[src/rtl/riscv_pkg.sv]
// Constants and types shared by the RV32 load/store path: funct3 encodings,
// response codes, the LSU state enum and the legality/alignment check.
package riscv_pkg;

    localparam logic [6:0] OPC_LOAD  = 7'b0000011;
    localparam logic [6:0] OPC_STORE = 7'b0100011;

    localparam logic [2:0] F3_B  = 3'b000;
    localparam logic [2:0] F3_H  = 3'b001;
    localparam logic [2:0] F3_W  = 3'b010;
    localparam logic [2:0] F3_BU = 3'b100;
    localparam logic [2:0] F3_HU = 3'b101;

    localparam logic [1:0] ERR_OK       = 2'b00;
    localparam logic [1:0] ERR_MISALIGN = 2'b01;
    localparam logic [1:0] ERR_ILLEGAL  = 2'b10;
    localparam logic [1:0] ERR_TIMEOUT  = 2'b11;

    typedef enum logic [1:0] {
        ST_IDLE = 2'd0,
        ST_BUS  = 2'd1,
        ST_RESP = 2'd2
    } lsu_state_t;

    // Illegal encodings win over misalignment; a clean request returns ERR_OK.
    function automatic logic [1:0] lsu_check(input logic       rd,
                                             input logic       wr,
                                             input logic [2:0] f3,
                                             input logic [1:0] lane);
        logic illegal;
        logic misaligned;
        illegal = 1'b0;
        if (rd == wr) begin
            illegal = 1'b1;
        end else if (rd) begin
            illegal = !(f3 == F3_B || f3 == F3_H || f3 == F3_W ||
                        f3 == F3_BU || f3 == F3_HU);
        end else begin
            illegal = !(f3 == F3_B || f3 == F3_H || f3 == F3_W);
        end
        misaligned = ((f3[1:0] == 2'b01) && lane[0]) ||
                     ((f3[1:0] == 2'b10) && (lane != 2'b00));
        if (illegal) begin
            return ERR_ILLEGAL;
        end else if (misaligned) begin
            return ERR_MISALIGN;
        end
        return ERR_OK;
    endfunction

endpackage

[src/rtl/load_align.sv]
// Picks the addressed byte/halfword out of a read word and sign- or
// zero-extends it to 32 bits; words pass through untouched.
module load_align
    import riscv_pkg::*;
(
    input  logic [31:0] i_rdata,
    input  logic [1:0]  i_lane,
    input  logic [2:0]  i_funct3,
    output logic [31:0] o_data
);

    logic [31:0] w_shift;
    logic [7:0]  w_byte;
    logic [15:0] w_half;

    always_comb begin
        w_shift = i_rdata >> {i_lane, 3'b000};
        w_byte  = w_shift[7:0];
        w_half  = i_lane[1] ? i_rdata[31:16] : i_rdata[15:0];
        case (i_funct3)
            F3_B:    o_data = {{24{w_byte[7]}}, w_byte};
            F3_BU:   o_data = {24'b0, w_byte};
            F3_H:    o_data = {{16{w_half[15]}}, w_half};
            F3_HU:   o_data = {16'b0, w_half};
            default: o_data = i_rdata;
        endcase
    end

endmodule

[src/rtl/load_store_unit.sv]
// Single-outstanding RV32 load/store responder: checks a request, runs one
// word-wide bus access (or skips it on error) and returns one response strobe.
module load_store_unit
    import riscv_pkg::*;
#(
    parameter int TIMEOUT = 16,
    parameter int XLEN    = 32
) (
    input  logic            clk,
    input  logic            rst,
    input  logic            req_valid,
    output logic            req_ready,
    input  logic            mem_read,
    input  logic            mem_write,
    input  logic [2:0]      funct3,
    input  logic [XLEN-1:0] addr,
    input  logic [XLEN-1:0] wdata,
    output logic            rsp_valid,
    output logic [XLEN-1:0] rsp_rdata,
    output logic [1:0]      rsp_err,
    output logic            bus_req,
    output logic            bus_we,
    output logic [XLEN-1:0] bus_addr,
    output logic [XLEN-1:0] bus_wdata,
    output logic [3:0]      bus_be,
    input  logic            bus_ack,
    input  logic [XLEN-1:0] bus_rdata
);

    localparam int unsigned TO_LAST = (TIMEOUT > 0) ? TIMEOUT - 1 : 0;

    lsu_state_t      r_state;
    logic            r_we;
    logic [2:0]      r_funct3;
    logic [1:0]      r_lane;
    logic [31:0]     r_cnt;
    logic            r_rsp_valid;
    logic [XLEN-1:0] r_rsp_rdata;
    logic [1:0]      r_rsp_err;
    logic            r_bus_req;
    logic            r_bus_we;
    logic [XLEN-1:0] r_bus_addr;
    logic [XLEN-1:0] r_bus_wdata;
    logic [3:0]      r_bus_be;

    logic [1:0]      w_err;
    logic [3:0]      w_be;
    logic [XLEN-1:0] w_wdata;
    logic [XLEN-1:0] w_ext;
    logic            w_timeout;

    assign w_err     = lsu_check(mem_read, mem_write, funct3, addr[1:0]);
    assign w_wdata   = wdata << {addr[1:0], 3'b000};
    assign w_timeout = (TIMEOUT != 0) && (r_cnt == TO_LAST);

    always_comb begin
        case (funct3[1:0])
            2'b00:   w_be = 4'b0001 << addr[1:0];
            2'b01:   w_be = 4'b0011 << addr[1:0];
            default: w_be = 4'b1111;
        endcase
    end

    load_align u_load_align (
        .i_rdata  (bus_rdata),
        .i_lane   (r_lane),
        .i_funct3 (r_funct3),
        .o_data   (w_ext)
    );

    always_ff @(posedge clk) begin
        if (rst) begin
            r_state     <= ST_IDLE;
            r_we        <= 1'b0;
            r_funct3    <= 3'b000;
            r_lane      <= 2'b00;
            r_cnt       <= 32'd0;
            r_rsp_valid <= 1'b0;
            r_rsp_rdata <= '0;
            r_rsp_err   <= ERR_OK;
            r_bus_req   <= 1'b0;
            r_bus_we    <= 1'b0;
            r_bus_addr  <= '0;
            r_bus_wdata <= '0;
            r_bus_be    <= 4'b0000;
        end else begin
            r_rsp_valid <= 1'b0;
            case (r_state)
                ST_IDLE: begin
                    if (req_valid) begin
                        r_we     <= mem_write;
                        r_funct3 <= funct3;
                        r_lane   <= addr[1:0];
                        r_cnt    <= 32'd0;
                        if (w_err != ERR_OK) begin
                            r_state     <= ST_RESP;
                            r_rsp_valid <= 1'b1;
                            r_rsp_err   <= w_err;
                            r_rsp_rdata <= '0;
                        end else begin
                            r_state     <= ST_BUS;
                            r_bus_req   <= 1'b1;
                            r_bus_we    <= mem_write;
                            r_bus_addr  <= {addr[XLEN-1:2], 2'b00};
                            r_bus_wdata <= w_wdata;
                            r_bus_be    <= w_be;
                        end
                    end
                end
                ST_BUS: begin
                    // Ack and the last timeout cycle coincide: the ack wins.
                    if (bus_ack) begin
                        r_state     <= ST_RESP;
                        r_bus_req   <= 1'b0;
                        r_rsp_valid <= 1'b1;
                        r_rsp_err   <= ERR_OK;
                        r_rsp_rdata <= r_we ? '0 : w_ext;
                    end else if (w_timeout) begin
                        r_state     <= ST_RESP;
                        r_bus_req   <= 1'b0;
                        r_rsp_valid <= 1'b1;
                        r_rsp_err   <= ERR_TIMEOUT;
                        r_rsp_rdata <= '0;
                    end else begin
                        r_cnt <= r_cnt + 32'd1;
                    end
                end
                ST_RESP: begin
                    r_state     <= ST_IDLE;
                    r_rsp_err   <= ERR_OK;
                    r_rsp_rdata <= '0;
                end
                default: begin
                    r_state   <= ST_IDLE;
                    r_bus_req <= 1'b0;
                end
            endcase
        end
    end

    assign req_ready = (r_state == ST_IDLE);
    assign rsp_valid = r_rsp_valid;
    assign rsp_rdata = r_rsp_rdata;
    assign rsp_err   = r_rsp_err;
    assign bus_req   = r_bus_req;
    assign bus_we    = r_bus_we;
    assign bus_addr  = r_bus_addr;
    assign bus_wdata = r_bus_wdata;
    assign bus_be    = r_bus_be;

endmodule
[config.mk]
export PLATFORM = sky130hd
export DESIGN_NAME = load_store_unit
export DESIGN_NICKNAME = d
export VERILOG_FILES = /design/src/rtl/riscv_pkg.sv /design/src/rtl/load_align.sv /design/src/rtl/load_store_unit.sv
export SDC_FILE = /design/constraint.sdc
export NUM_CORES = 1
export LEC_CHECK = 0
export ABC_AREA = 1
export CAP_MARGIN = 0
export CORE_MARGIN = 1.5
export CORE_UTILIZATION = 35
export CTS_CLUSTER_DIAMETER = 60
export CTS_CLUSTER_SIZE = 14
export DETAILED_ROUTE_END_ITERATION = 10
export MAX_ROUTING_LAYER = met4
export PLACE_DENSITY = 0.7
export SKIP_CTS_REPAIR_TIMING = 1
export SLEW_MARGIN = 25
export SYNTH_ARGS = -nofsm -noshare
export SYNTH_HDL_FRONTEND = slang
export SYNTH_HIERARCHICAL = 1
export SYNTH_SLANG_ARGS = --single-unit
[constraint.sdc]
create_clock -name clk -period 1.8 [get_ports clk]
set_clock_uncertainty 0.2 [all_clocks]
set_input_delay 0.27 -clock clk [delete_from_list [all_inputs] [get_ports clk]]
set_output_delay 0.27 -clock clk [all_outputs]
set_load 0.005 [all_outputs]
==> flow_metrics.tcl <==
set metrics [dict create \
    num_io_pins 211 \
    cts_tree "yes" \
    worst_slack_ns -0.225 \
    netlist_area_um2 8260 \
    routed.top_layer "met4" \
    cts_buffers 17 \
    worst_ir_drop_vdd_mv 0.756 \
    period_share 1.12 \
    initial_core_util 0.354 \
    cts.reportedPaths.clkPinSlew_ns 0.06 \
    cp.required_ns 1.89 \
    wl_met2_um 15500 \
    rsz0062_at_grt "yes" \
    synth_edf_count 0 \
    slew_viol_final 0 \
    vias_per_cell 5.11 \
    synth_seq_cells 143 \
    route.detailed.drc 0 \
    wirelength_um 32600 \
    grt_pass1_wl_um 45100 \
    worst_slew_pin_slew_ns 0.612 \
    fin_nets 1731 \
    cp_cell_sequence "ha_4, nand2_4, nor2_4, nand3_2, nor2_4, nand3_2, nand3_4, inv_8, clkbuf_16, nand2_4, a21oi_2" \
    wire_per_inst_um 16.7 \
    dieArea_um2 24500 \
    wl_met1_um 13600 \
    worstSetupPathType "flop to flop" \
    clockBufferDepth 2 \
    min_path_type "primary input to flop" \
    hold_violations 0 \
    htreeDepth 4 \
    netlist.area_leader.share 0.347 \
    violations "setup timing" \
    cts_root_buf "clkbuf_16" \
    leakage_nw 6.36 \
    seqCellArea_um2 2890 \
    placementRows 56 \
    fmaxAchievable_mhz 494 \
    critPathMaxFanout 7 \
    multi_input_area_um2 5640 \
    p_clk_frac 0.360 \
    arrival_ns 2.11 \
    cap_violations 0 \
    cp_slowest_cell "dfxtp_2" \
    synth.most_common_cell "nand2_1" \
    dp_cells 1887 \
    grt_max_degree 54 \
    routabilityCongestion 0.921 \
    power.switching_mw 3.29 \
    gr-usage-all-layers 0.241 \
    antenna_found_initial 2 \
    first_global_vias 8911 \
    synth_area_per_cell_um2 6.37 \
    tns_ns -12.82 \
    fin_crit_ns 2.02 \
    status "finished with violations" \
    netlist_top_cells_count "319 x nand2_1, 282 x nor2_1, 143 x dfxtp_1" \
    wl_met3_um 2210 \
    first_iter_violations 576 \
    syn2layout_area_growth_pct 68.2 \
    fin_cells 1955 \
    final_antenna_net_count 0 \
    drive_gt1_frac 0.292 \
    fill_cells 2092 \
    total_power_mw 10.3 \
    dp_hpwl_um 21300 \
    drt_pass1_iterations 5 \
    die_h_um 157 \
    cts.sinks 143 \
    switching_share 0.320 \
    yosysSeqAreaShare 0.347 \
    crit_path_start_kind "flop" \
    synth.area.top_cells "dfxtp_1 35%, nand2_1 14%, nor2_1 13%" \
    p_comb_frac 0.296 \
    maxSlewHeadroom 0.592 \
    async_reset_ff_frac 0 \
    yosysTopAreaCell "dfxtp_1" \
    slowest_delay_ns 0.35 \
    fp.coreArea_um2 23300 \
    endpoint_kind "flop" \
    hold_ws_ns 0.118 \
    clk_latency_ns 0.43 \
    ys_types 40 \
    io_buffers 208 \
    synth_flop_cell "dfxtp_1" \
    vias 9992 \
    seq_power_share 0.344 \
    yosys_warnings 6 \
    postSynthCellCount 1297 \
    intPower_mw 6.99 \
    final-setup-viol-count 117 \
    power_density_nw_per_um2 739 \
    gr-total-overflow 0 \
    die_w_um 157 \
]
[worst max-delay path: cells and delay by family, from the launching register on]
family / cells / cell delay (ns)
simple gates: 7 / 0.83
flops: 1 / 0.35
compound gates: 1 / 0.05
fa+ha+maj: 1 / 0.15
buf+inv: 2 / 0.29
[worst paths after layout]
check | start | endpoint | cells after the start | slack [ns]
hold reg to reg | bus_we | bus_we | 2 | 0.26
hold / removal | funct3[0] | r_funct3[0] | 4 | 0.12
setup / recovery | r_cnt[1] | r_cnt[22] | 11 | -0.22
setup reg to reg | r_cnt[1] | r_cnt[22] | 11 | -0.22
[logic make-up (layout without fill, tap and decap cells)]
group	Yosys count	in the layout	share of synthesized area
and+or+nand+nor	798	799	0.422
AOI/OAI and AO/OA	182	182	0.118
buffers and inverters	155	490	0.0913
DFF	143	143	0.347
xor gates and xnor gates	12	12	0.0127
adders and majority gates	5	5	0.00757
other	1	4	0.000454
muxes	1	1	0.00121
[metal layers]
metal,up-vias,track usage
met5,-,-
met4,0,0.107
met3,92,0.0426
met2,440,0.382
met1,4605,0.301
li1,4855,-
[cells in the final DEF (no fill, tap or decap), types with 41 or more instances in the layout]
cell               n
buf_4            127
clkdlybuf4s50_1  175
dfxtp_1          118
inv_1             61
nand2_1          279
nand3_1          103
nand4_1           41
nor2_1           211
nor2_4            43
o21ai_0           66
[registers in the layout (all words and copies together) (netlist names), 3 cells and up]
name,flops
bus_wdata,32
r_cnt,32
rsp_rdata,32
bus_addr,30
bus_be,4
r_funct3,3
[power by group through the flow]
stage | Sequential, mW | Combinational (mW) | Clock (mW)
after floorplan | 3.58 | 1.21 | 0
after global placement | 3.57 | 2.33 | 0
after detailed placement | 3.58 | 2.36 | 0
after CTS | 3.51 | 2.37 | 3.72
after global routing | 3.56 | 3.25 | 3.88
final | 3.54 | 3.04 | 3.70
[stage by stage]
stage | cell area (um^2) | worst slack, ns | util
floorplan | 8310 | 0.00164 | -
global placement | 11600 | -0.486 | 0.496
detailed placement | 11600 | -0.583 | 0.496
CTS | 12200 | -0.403 | 0.522
global route | 13900 | -0.286 | 0.595
finish | 13900 | -0.225 | 0.595
[area by class of cell]
| cell class | instances | share of cell area |
|---|---|---|
| clock buffer | 19 | 0.0319 |
| tap | 319 | 0.0287 |
| multi-input combinational | 1001 | 0.406 |
| timing repair buffer | 383 | 0.293 |
| inverter | 75 | 0.0212 |
| antenna | 2 | 0.000360 |
| sequential | 143 | 0.208 |
| clock inverter | 13 | 0.0112 |
No activity file was read; power rests on OpenSTA's default activity.
